$ cat config.mk
export PLATFORM = sky130hd
export DESIGN_NAME = shiftbuffer_drain
export DESIGN_NICKNAME = d
export VERILOG_FILES = /design/src/rtl/shiftbuffer_drain.sv
export SDC_FILE = /design/constraint.sdc
export NUM_CORES = 1
export LEC_CHECK = 0
export CORE_ASPECT_RATIO = 0.7
export CORE_MARGIN = 1.5
export CORE_UTILIZATION = 35
export DETAILED_ROUTE_END_ITERATION = 8
export HOLD_SLACK_MARGIN = 0.1
export SYNTH_ARGS = -nofsm -noshare
export SYNTH_HDL_FRONTEND = slang
export SYNTH_SLANG_ARGS = --single-unit
$ cat constraint.sdc
create_clock -name i_clk -period 3.1 [get_ports i_clk]
set_input_delay 0.465 -clock i_clk [delete_from_list [all_inputs] [get_ports i_clk]]
set_output_delay 0.465 -clock i_clk [all_outputs]
set_load 0.005 [all_outputs]
$ cat src/rtl/shiftbuffer_drain.sv
`default_nettype none
// ============================================================================
// Module   : shiftbuffer_drain
// Desc     : Consumer end of the shiftbuffer stall interface. Buffers words in
//            a first-word-fall-through FIFO and drives the upstream stall
//            from occupancy with hysteresis. Optional statistics outputs are
//            enabled by defining SHIFTBUFFER_DRAIN_STATS_EN.
// Revision : 1.0 - initial release
// ============================================================================
module shiftbuffer_drain #(
    parameter int p_width  = 32,
    parameter int p_depth  = 4,
    parameter int p_resume = 1
) (
    input  logic                       i_clk,
    input  logic                       i_rst_n,
    input  logic [p_width-1:0]         in,
    input  logic                       in_valid,
    output logic                       o_stall,
    output logic [p_width-1:0]         out,
    output logic                       out_valid,
    input  logic                       out_ready,
`ifdef SHIFTBUFFER_DRAIN_STATS_EN
    output logic [31:0]                o_stall_cycles,
    output logic [$clog2(p_depth):0]   o_max_level,
`endif
    output logic [$clog2(p_depth):0]   o_level
);

    localparam int PW = $clog2(p_depth);
    localparam int LW = PW + 1;
    localparam logic [LW-1:0] c_full   = LW'(p_depth);
    localparam logic [LW-1:0] c_resume = LW'(p_resume);

    if ((p_depth < 2) || ((p_depth & (p_depth - 1)) != 0) || (p_resume >= p_depth)) begin : g_bad_params
        $fatal(1, "shiftbuffer_drain: illegal p_depth/p_resume combination");
    end

    typedef enum logic [0:0] {
        ST_RUN   = 1'b0,
        ST_STALL = 1'b1
    } state_t;

    state_t             r_state;
    state_t             w_state_next;
    logic [p_width-1:0] r_mem [p_depth];
    logic [PW-1:0]      r_wr_ptr;
    logic [PW-1:0]      r_rd_ptr;
    logic [LW-1:0]      r_count;
    logic [LW-1:0]      w_count_next;
    logic               w_acc;
    logic               w_pop;

    // Acceptance looks at the registered state so a word held during a stall
    // is captured exactly once, on the first cycle after the stall releases.
    assign w_acc        = in_valid && (r_state == ST_RUN);
    assign out_valid    = (r_count != '0);
    assign w_pop        = out_valid && out_ready;
    assign w_count_next = r_count + LW'(w_acc) - LW'(w_pop);

    assign out     = out_valid ? r_mem[r_rd_ptr] : '0;
    assign o_level = r_count;
    assign o_stall = (r_state == ST_STALL);

    always_ff @(posedge i_clk) begin
        if (w_acc) begin
            r_mem[r_wr_ptr] <= in;
        end
    end

    always_ff @(posedge i_clk or negedge i_rst_n) begin
        if (!i_rst_n) begin
            r_wr_ptr <= '0;
            r_rd_ptr <= '0;
            r_count  <= '0;
        end else begin
            if (w_acc) begin
                r_wr_ptr <= r_wr_ptr + 1'b1;
            end
            if (w_pop) begin
                r_rd_ptr <= r_rd_ptr + 1'b1;
            end
            r_count <= w_count_next;
        end
    end

    always_ff @(posedge i_clk or negedge i_rst_n) begin
        if (!i_rst_n) begin
            r_state <= ST_RUN;
        end else begin
            r_state <= w_state_next;
        end
    end

    always_comb begin
        w_state_next = r_state;
        case (r_state)
            ST_RUN: begin
                if (w_count_next == c_full) begin
                    w_state_next = ST_STALL;
                end
            end
            ST_STALL: begin
                if (w_count_next <= c_resume) begin
                    w_state_next = ST_RUN;
                end
            end
            default: w_state_next = ST_RUN;
        endcase
    end

`ifdef SHIFTBUFFER_DRAIN_STATS_EN
    logic [31:0]   r_stall_cycles;
    logic [LW-1:0] r_max_level;

    always_ff @(posedge i_clk or negedge i_rst_n) begin
        if (!i_rst_n) begin
            r_stall_cycles <= '0;
            r_max_level    <= '0;
        end else begin
            if ((r_state == ST_STALL) && (r_stall_cycles != 32'hFFFF_FFFF)) begin
                r_stall_cycles <= r_stall_cycles + 32'd1;
            end
            if (w_count_next > r_max_level) begin
                r_max_level <= w_count_next;
            end
        end
    end

    assign o_stall_cycles = r_stall_cycles;
    assign o_max_level    = r_max_level;
`endif

endmodule
`default_nettype wire

Word-level counts from Yosys, hierarchy flattened
Memory sizes are Yosys's and may differ from the RTL's.
Index checks and enable logic that the tools add are counted.
Storage, ports and cells
  memory bits (writable): 128
  register bits after elaboration: 8
  word-level logic and storage cells: 21
  memories kept: 1
  input port bits: 36
  output and inout port bits: 37
Operators by class
  equal/unequal tests: 1
  muxes and demuxes: 6
  order comparisons: 1
  bitwise gates (word level): 1
  reduce and logical (&&, ||, !) cells: 3
  add/subtract/negate cells: 4
Memories
  r_mem: words 4, width 32, read ports 1, clocked after memory_dff 0, wr ports 1, RTL line 46  | logic [p_width-1:0] r_mem [p_depth];
Operator list (number)
  two-way mux 32 bit: 1
  adder 2 x 1 -> 2 bit, second input constant: 2
  two-way mux 1 bit: 4
  adder 3 x 1 -> 3 bit: 1
  equality test 3 bit, second input constant: 1
  less-or-equal comparator 3 x 1 -> 1 bit, second input constant: 1
  nonzero test 3 bit: 1
  subtractor 3 x 1 -> 3 bit: 1
  logical AND 1 bit: 2
  one-hot mux 1 bit (2 select lines): 1
  inverter 1 bit: 1

Depth between registers and ports, before layout
Gate-level depths: netlist (run 1).
  depth in word-level cells: 7
  depth in mapped cells: 9

Least setup slack after synthesis (run 1)
No wires, ideal clock.
  path kind: input port to flip-flop
  start: input port in_valid
  end: register r_state (netlist: o_stall)
  required time: 3.021 ns
  cell stages on the path: 9
  arrival time: 2.091 ns
  path slack: 0.930 ns
  path through: nor2b_1 inv_1 ha_1 inv_1 ha_1 inv_1 fa_1 nor2b_1 a2bb2oi_1
On the way
  cells in the longest elaborated chain, start to end: 6
RTL lines
  from (decl): RTL line 18  | input logic in_valid,
  logical AND 1 bit *: RTL line 56  | assign w_acc = in_valid && (r_state == ST_RUN);
  adder 3 x 1 -> 3 bit *: RTL line 59  | assign w_count_next = r_count + LW'(w_acc) - LW'(w_pop);
  subtractor 3 x 1 -> 3 bit *: RTL line 59
  less-or-equal comparator 3 x 1 -> 1 bit or equality test 3 bit (tied branches): RTL line 104, 99
  two-way mux 1 bit (on tied branches): RTL line 104, 99
  one-hot mux 1 bit (2 select lines) *: RTL line 97  | case (r_state)
  net w_state_next: RTL line 45  | state_t w_state_next;
  to (signal assigned): RTL line 91  | r_state <= w_state_next;
  to (decl): RTL line 44  | state_t r_state;
The timed path passes the listed nets; every way through them passes the cells marked *.
A chain may end at the register's enable or synchronous reset.

Worst setup path in the final report (run 1)
  start: register r_rd_ptr[0]
  end: output port out[0]
On the way
  cells in the longest elaborated chain, start to end: 2
RTL lines
  from (decl): RTL line 48  | logic [PW-1:0] r_rd_ptr;
  from (signal assigned): RTL line 81  | r_rd_ptr <= r_rd_ptr + 1'b1;
  memory read (4 x 32 bit)
  two-way mux 32 bit: RTL line 61  | assign out = out_valid ? r_mem[r_rd_ptr] : '0;
  to (decl): RTL line 20  | output logic [p_width-1:0] out,
Every way passes these cells.

==> results.md, run 1 <==
| Parameter | Reported |
|:---|:---|
| Clock root buffer | sky130_fd_sc_hd__clkbuf_16 |
| Static leakage | 2.33 nW |
| Area of the core | 14,800 sq um |
| Die area | 16,000 sq um |
| Number of endpoints with negative hold slack in the final report | 0 |
| Fraction of met3 tracks used by global routing | 0.0373 |
| Most used cells in the layout excluding fill and tap cells | sky130_fd_sc_hd__edfxtp_1 (128), sky130_fd_sc_hd__clkdlybuf4s50_1 (72), sky130_fd_sc_hd__and2_1 (32), sky130_fd_sc_hd__mux4_2 (28), sky130_fd_sc_hd__clkbuf_16 (17) |
| CTS tree | yes |
| Antenna violation net count after detailed routing | 0 |
| Worst max-slew margin expressed relative to the limit | 0.635 |
| P&R area growth vs syn | 30.5% |
| Synth Register Bits | 136 |
| Worst EP required | 2630 ps |
| Remaining design rule violation count | 0 |
| Final Routed Wirelength | 9.79 mm |
| Area of the mapped netlist | 5340 sq um |
| Number of antenna violations at the first check in global routing | 0 |
| Worst-Skew Late Latency | 410 ps |
| Port bufs | 72 |
| Unrepaired setup endpoints after global routing | no |
| Share of post-route cells with drive strength above 1 | 0.219 |
| Synthesized instance count | 241 |
| Internal power | 0.00504 W |
| Iter 0 DRT Violations | 112 |
| Horiz. Die Dim | 151 um |
| Depth of the most critical reg-to-reg path | 9 |
| Portion of total power attributed to combinational logic | 0.334 |
| Achievable frequency | 346 MHz |
| Maximum number of pins on one net before global-route repair | 34 |
| DP Cell Count | 506 |
| Ratio of total power to cell area | 982 nW/um^2 |
| Net Count, Synth | 284 |
| Grt met1 use | 0.179 |
| Row count | 37 |
| Average cell area after synthesis | 22.1 sq um |
| Post-cts repair resize count | 0 |
| Count of nets after finishing | 373 |
| Type of the most critical hold path | in2async |
| Most common cell after layout, fill and taps aside | sky130_fd_sc_hd__edfxtp_1 |
| Final TNS setup | 0 ps |
| Gr usage total | 0.133 |
| Post-CTS setup repair buffer count | 0 |
| Vias in the first global route | 2,734 |
| IO Pins | 73 |
| Final GP Congestion | 0.696 |
| Via-per-instance ratio | 4.71 |
| Clock network fraction of total power | 0.297 |
| Worst-case vdd ir drop | 0.461 mV |
| Minimum clock period | 2890 ps |
| Final Hold Slack | 350 ps |
| ANT cells | 0 |
| Net switching power | 0.00179 W |
| Post-synthesis cell type count | 20 |
| Cell family contributing the most delay on the critical path | buffers and inverters |
| Final setup skew | 8.14 ps |
| Slowest cell delay on critical path | 600 ps |
| Clock transition at the register clock pins on the worst setup and hold paths after CTS | 60 ps |
| Setup crit start kind | register |
| Share of the core filled with cells in the final layout | 0.470 |
| Aggregate global routing overflow | 0 |
| Status | complete, no violations |
| Net switching fraction of the power | 0.262 |
| Effective utilization at floorplan | 0.360 |
| Element type at the critical path end | output port |
| Final period utilization | 0.933 |
| Max-slew violation count | 0 |
| YS warnings | 0 |
| CTS Hold Bufs | 0 |
| Final routed wire length divided by cell count | 18.2 um |
| Total stage count of the critical path | 4 |
| Number of detailed-route iterations in the first pass | 6 |
| Number of maximum-capacitance constraint violations | 0 |
| Crit Path Class | reg2out |
| Worst-margin pin slew | 543 ps |
| Crit path buffers/inverters | 2 |
| FILL cells | 1,253 |
| Arrival time of data at the critical path endpoint | 2430 ps |
| CP cell instances | buf_12, mux4_1, and2_1, clkdlybuf4s50_1 |
| Sink Count | 136 |
| Share of the yosys chip area belonging to registers | 0.758 |
| Flop pwr share | 0.369 |
| Number of buffers between clock root and the deepest sink | 2 |
| Die extent in y | 106 um |
| Cell at the slowest stage of the critical path | sky130_fd_sc_hd__dfrtp_2 |
| Maximum net fanout on the critical path | 16 |
| Peak-usage layer in the global routing report | met2 |
| H-Tree Depth | 4 |
| First-pass GRT wire length | 15.2 mm |
| Cell Count, Final, Fillers Out | 538 |
| Vias | 2,532 |
| Setup violators final | 0 |
| Total clock buffers created by CTS | 17 |
| Global routing met2 resource utilization | 0.206 |
| Placed wire-length estimate | 5.94 mm |
| Total power of the final layout | 0.00684 W |
==> state kept, by name (all words and copies together), names as in the netlist <==
register  flops
r_mem       128
o_level       3
r_rd_ptr      2
r_wr_ptr      2
o_stall       1
==> routing by layer <==
metal / vias up / part of all wire
li1: 1148 / -
met1: 1302 / 0.46
met2: 74 / 0.47
met3: 8 / 0.060
met4: 0 / 0.010
met5: - / 0
==> logic make-up after synthesis <==
family / synth area share
flip-flops: 0.758
AND/OR/NAND/NOR: 0.0457
multiplexers: 0.140
buffers and inverters: 0.0246
adder cells (fa/ha/maj): 0.0178
XOR/XNOR: 0.00915
AO/OA/AOI/OAI: 0.00469
==> stage by stage <==
stage / setup WS [ps] / instance area, sq um
after floorplan: 930 / 5340
after global placement: 556 / 6360
after detailed placement: 518 / 6360
after CTS: 132 / 6960
after global routing: 58.5 / 6960
final: 206 / 6960
==> synthesized netlist by cell type <==
cell                          n  area, sq um
sky130_fd_sc_hd__a2bb2oi_1    1         8.76
sky130_fd_sc_hd__and2_1      36          225
sky130_fd_sc_hd__buf_12       3         60.1
sky130_fd_sc_hd__buf_2        3         15.0
sky130_fd_sc_hd__buf_6        1         11.3
sky130_fd_sc_hd__clkbuf_1     4         15.0
sky130_fd_sc_hd__dfrtp_1      8          200
sky130_fd_sc_hd__edfxtp_1   128         3840
sky130_fd_sc_hd__fa_1         1         20.0
sky130_fd_sc_hd__ha_1         6         75.1
sky130_fd_sc_hd__inv_1        8         30.0
sky130_fd_sc_hd__mux2_2       1         11.3
sky130_fd_sc_hd__mux4_1       4          105
sky130_fd_sc_hd__mux4_2      28          631
sky130_fd_sc_hd__nor2b_1      2         12.5
sky130_fd_sc_hd__o311ai_0     1         8.76
sky130_fd_sc_hd__o31ai_1      1         7.51
sky130_fd_sc_hd__or3_1        1         6.26
sky130_fd_sc_hd__xnor2_1      3         26.3
sky130_fd_sc_hd__xnor3_1      1         22.5
==> power by group through the flow <==
stage / Sequential [W] / Clock [W] / Combinational [W]
after floorplan: 0.00247 / 0 / 0.00131
after global placement: 0.00255 / 0 / 0.00233
after detailed placement: 0.00257 / 0 / 0.00233
after CTS: 0.00254 / 0.00207 / 0.00234
after global routing: 0.00256 / 0.00214 / 0.00251
final: 0.00252 / 0.00203 / 0.00228
==> path summary, 6_finish.rpt <==
check,startpoint,to,slack (ps)
max,r_rd_ptr[0],out[0],210
min,i_rst_n,o_stall,350
min in group i_clk,r_wr_ptr[1],r_wr_ptr[1],590
max in group asynchronous,i_rst_n,r_rd_ptr[0],2450
max reg2reg,o_level[1],o_stall,580
min reg2reg,r_wr_ptr[1],r_wr_ptr[1],590
==> area by class of cell <==
cell class | count | area [sq um] | area share
Clock buffer | 18 | 429 | 0.0616
Sequential cell | 136 | 4050 | 0.581
Clock inverter | 14 | 173 | 0.0248
Tap cell | 195 | 244 | 0.0350
Inverter | 8 | 30.0 | 0.00431
Multi-Input combinational cell | 86 | 1160 | 0.167
Timing Repair Buffer | 81 | 876 | 0.126
==> worst register-to-register path: cells and delay by family (launching register included) <==
kind | cells | cell delay, ps
buf+inv | 3 | 210
fa+ha+maj | 3 | 920
compound gates | 2 | 700
flops | 1 | 470
simple gates | 1 | 140
Note: power is estimated with default switching activity, not from simulation.
==> run 2, diff against run 1 <==
--- a/config.mk
+++ b/config.mk
@@ -5,9 +5,8 @@
 export SDC_FILE = /design/constraint.sdc
 export NUM_CORES = 1
 export LEC_CHECK = 0
-export CORE_ASPECT_RATIO = 0.7
 export CORE_MARGIN = 1.5
-export CORE_UTILIZATION = 35
+export CORE_UTILIZATION = 33
 export DETAILED_ROUTE_END_ITERATION = 8
 export HOLD_SLACK_MARGIN = 0.1
 export SYNTH_ARGS = -nofsm -noshare
==> results.md, run 2 (synthesized netlist as in run 1, its figures left out) <==
| Parameter | Reported | Change |
|:---|:---|:---|
| Status | complete, no violations |  |
| Most common cell after layout, fill and taps aside | sky130_fd_sc_hd__edfxtp_1 |  |
| CTS tree | yes |  |
| Achievable frequency | 348 MHz | +0.59% |
| Number of antenna violations at the first check in global routing | 0 | unchanged |
| Crit Path Class | reg2out |  |
| Worst EP required | 2630 ps | about the same |
| Ratio of total power to cell area | 977 nW/um^2 | -0.43% |
| Met1 wire length | 4.26 mm | -5.0% |
| First-pass GRT wire length | 15.5 mm | +2.1% |
| Die extent in y | 130 um | +22% |
| Max-slew violation count | 0 | unchanged |
| Share of post-route cells with drive strength above 1 | 0.218 | -0.000636 |
| Internal power | 0.00508 W | +0.83% |
| Number of detailed-route iterations in the first pass | 6 | unchanged |
| Portion of total power attributed to combinational logic | 0.329 | -0.005 |
| Iter 0 DRT Violations | 134 | +20% |
| Register ranked first by flip-flop count | r_mem |  |
| Horiz. Die Dim | 130 um | -14% |
| Setup WS post-layout | 223 ps | +16.9 ps |
| Net switching power | 0.00174 W | -3.1% |
| Arrival time of data at the critical path endpoint | 2410 ps | -20 ps |
| Launch instance of the worst register-to-register path | o_level[1] |  |
| Crit path launch | r_rd_ptr[0] |  |
| Highest signal layer in the routed design | met4 |  |
| Gr usage total | 0.130 | -0.00324 |
| Worst-margin pin slew | 475 ps | -67.4 ps |
| Type of the most critical hold path | in2async |  |
| Reg-to-reg critical path endpoint | o_stall |  |
| Critical Path Sink | out[1] |  |
| Setup violators final | 0 | unchanged |
| Remaining design rule violation count | 0 | unchanged |
| Number of buffers between clock root and the deepest sink | 2 | unchanged |
| Worst max-slew margin expressed relative to the limit | 0.679 | +0.0440 |
| Max reg flops | 128 | unchanged |
| Instance area after placement | 6370 sq um | +0.14% |
| Maximum number of pins on one net before global-route repair | 34 | unchanged |
| Effective utilization at floorplan | 0.337 | -0.0231 |
| Depth of the most critical reg-to-reg path | 9 | unchanged |
| Number of maximum-capacitance constraint violations | 0 | unchanged |
| FILL cells | 1,379 | +10% |
| Share of the core filled with cells in the final layout | 0.441 | -0.0291 |
| Flop pwr share | 0.371 | +0.002 |
| Vias | 2,530 | -0.079% |
| Aggregate global routing overflow | 0 | unchanged |
| Final TNS setup | 0 ps | unchanged |
| Setup crit start kind | register |  |
| IO Pins | 73 | unchanged |
| Row count | 46 | +24% |
| Final Routed Wirelength | 9.79 mm | unchanged |
| Maximum net fanout on the critical path | 11 | -5 |
| Area of the core | 15,800 sq um | +6.8% |
| Die area | 16,900 sq um | +5.8% |
| ANT cells | 0 | unchanged |
| Final GP Congestion | 0.678 | -2.6% |
| CTS Hold Bufs | 0 | unchanged |
| Total clock buffers created by CTS | 17 | unchanged |
| Placed wire-length estimate | 5.84 mm | -1.7% |
| Vias in the first global route | 2,763 | +1.1% |
| Static leakage | 2.34 nW | +0.41% |
| Worst reg2reg setup slack | 740 ps | +160 ps |
| Minimum clock period | 2880 ps | -16.9 ps |
| Net switching fraction of the power | 0.255 | -0.00760 |
| Post-CTS setup repair buffer count | 0 | unchanged |
| Area of all placed cells without fillers | 6980 sq um | +0.23% |
| Met2 wire len | 5.01 mm | +8.5% |
| Most used cells in the layout excluding fill and tap cells | sky130_fd_sc_hd__edfxtp_1 (128), sky130_fd_sc_hd__clkdlybuf4s50_1 (72), sky130_fd_sc_hd__and2_1 (32), sky130_fd_sc_hd__mux4_2 (28), sky130_fd_sc_hd__clkbuf_16 (17) |  |
| Clock network fraction of total power | 0.300 | +0.003 |
| Number of endpoints with negative hold slack in the final report | 0 | unchanged |
| Count of nets after finishing | 374 | +0.27% |
| Placement-stage worst setup slack | 519 ps | +0.253 ps |
| Via-per-instance ratio | 4.52 | -4.0% |
| Element type at the critical path end | output port |  |
| Antenna violation net count after detailed routing | 0 | unchanged |
| Final routed wire length divided by cell count | 17.5 um | -3.9% |
| P&R area growth vs syn | 30.8% |  |
| Final period utilization | 0.928 | -0.00546 |
| H-Tree Depth | 4 | unchanged |
| Met3 Routed Length | 474 um | -19% |
| Port bufs | 72 | unchanged |
| Worst-Skew Late Latency | 410 ps | about the same |
| Post-cts repair resize count | 0 | unchanged |
| Clock root buffer | sky130_fd_sc_hd__clkbuf_16 |  |
| Worst-case vdd ir drop | 0.541 mV | +17% |
| Unrepaired setup endpoints after global routing | no |  |
| Final setup skew | 6.67 ps | -1.47 ps |
| Clock transition at the register clock pins on the worst setup and hold paths after CTS | 50 ps | about the same |
| Sink Count | 136 | unchanged |
-- run 2: cell count changes in the layout (fill, tap and decap cells not counted), sizes merged --
cell / change
clkinv: +3
buf: +1
clkinvlp: -2
inv: -2
bufinv: +1
-- run 2: how the worst min path moves through the flow --
stage                 from          end  slack, ps
5_1_grt            i_rst_n   o_level[0]        340
4_1_cts            i_rst_n      o_stall        330
2_1_floorplan      i_rst_n   o_level[0]        170
3_5_place_dp   r_wr_ptr[1]  r_wr_ptr[1]        570
6_report           i_rst_n  r_wr_ptr[1]        340
3_3_place_gp   r_wr_ptr[1]  r_wr_ptr[1]        550
-- run 2: critical path, cell delays in order, from the launching register on --
cell	delay (ps)
sky130_fd_sc_hd__dfrtp_2	580
sky130_fd_sc_hd__buf_4	230
sky130_fd_sc_hd__mux4_1	540
sky130_fd_sc_hd__and2_1	200
sky130_fd_sc_hd__clkdlybuf4s50_1	450
-- run 2: cell type report --
cell class | instances | area (sq um) | area share
multi-input combinational | 86 | 1160 | 0.167
timing repair buffer | 82 | 858 | 0.123
clock buffer | 18 | 429 | 0.0615
clock inverter | 14 | 180 | 0.0258
tap | 216 | 270 | 0.0387
inverter | 8 | 30.0 | 0.00430
sequential | 136 | 4050 | 0.580
-- run 2: routing by layer --
metal	up-vias	global-route usage
met5	-	0
met4	0	0.0549
met3	4	0.0480
met2	67	0.212
met1	1314	0.155
li1	1145	-
-- run 2: metrics by stage --
stage	power, W	std cells	hold WS [ps]
after floorplan	0.00379	241	169
after global placement	0.00483	528	552
after detailed placement	0.00488	528	570
after CTS	0.00694	560	331
after global routing	0.00722	560	340
final	0.00682	560	340
-- run 2: power groups by stage --
stage / clock (W) / sequential [W] / combinational, W
floorplan: 0 / 0.00247 / 0.00131
global placement: 0 / 0.00256 / 0.00227
detailed placement: 0 / 0.00258 / 0.00230
CTS: 0.00210 / 0.00254 / 0.00231
global route: 0.00219 / 0.00257 / 0.00246
finish: 0.00205 / 0.00253 / 0.00224
==> run 3, diff against run 2 <==
--- a/config.mk
+++ b/config.mk
@@ -7,8 +7,8 @@
 export LEC_CHECK = 0
 export CORE_MARGIN = 1.5
 export CORE_UTILIZATION = 33
+export CTS_CLUSTER_DIAMETER = 60
 export DETAILED_ROUTE_END_ITERATION = 8
-export HOLD_SLACK_MARGIN = 0.1
 export SYNTH_ARGS = -nofsm -noshare
 export SYNTH_HDL_FRONTEND = slang
 export SYNTH_SLANG_ARGS = --single-unit
==> results of run 3 <==
Same layout as run 2: the final DEF is identical, and so are final timing and power.
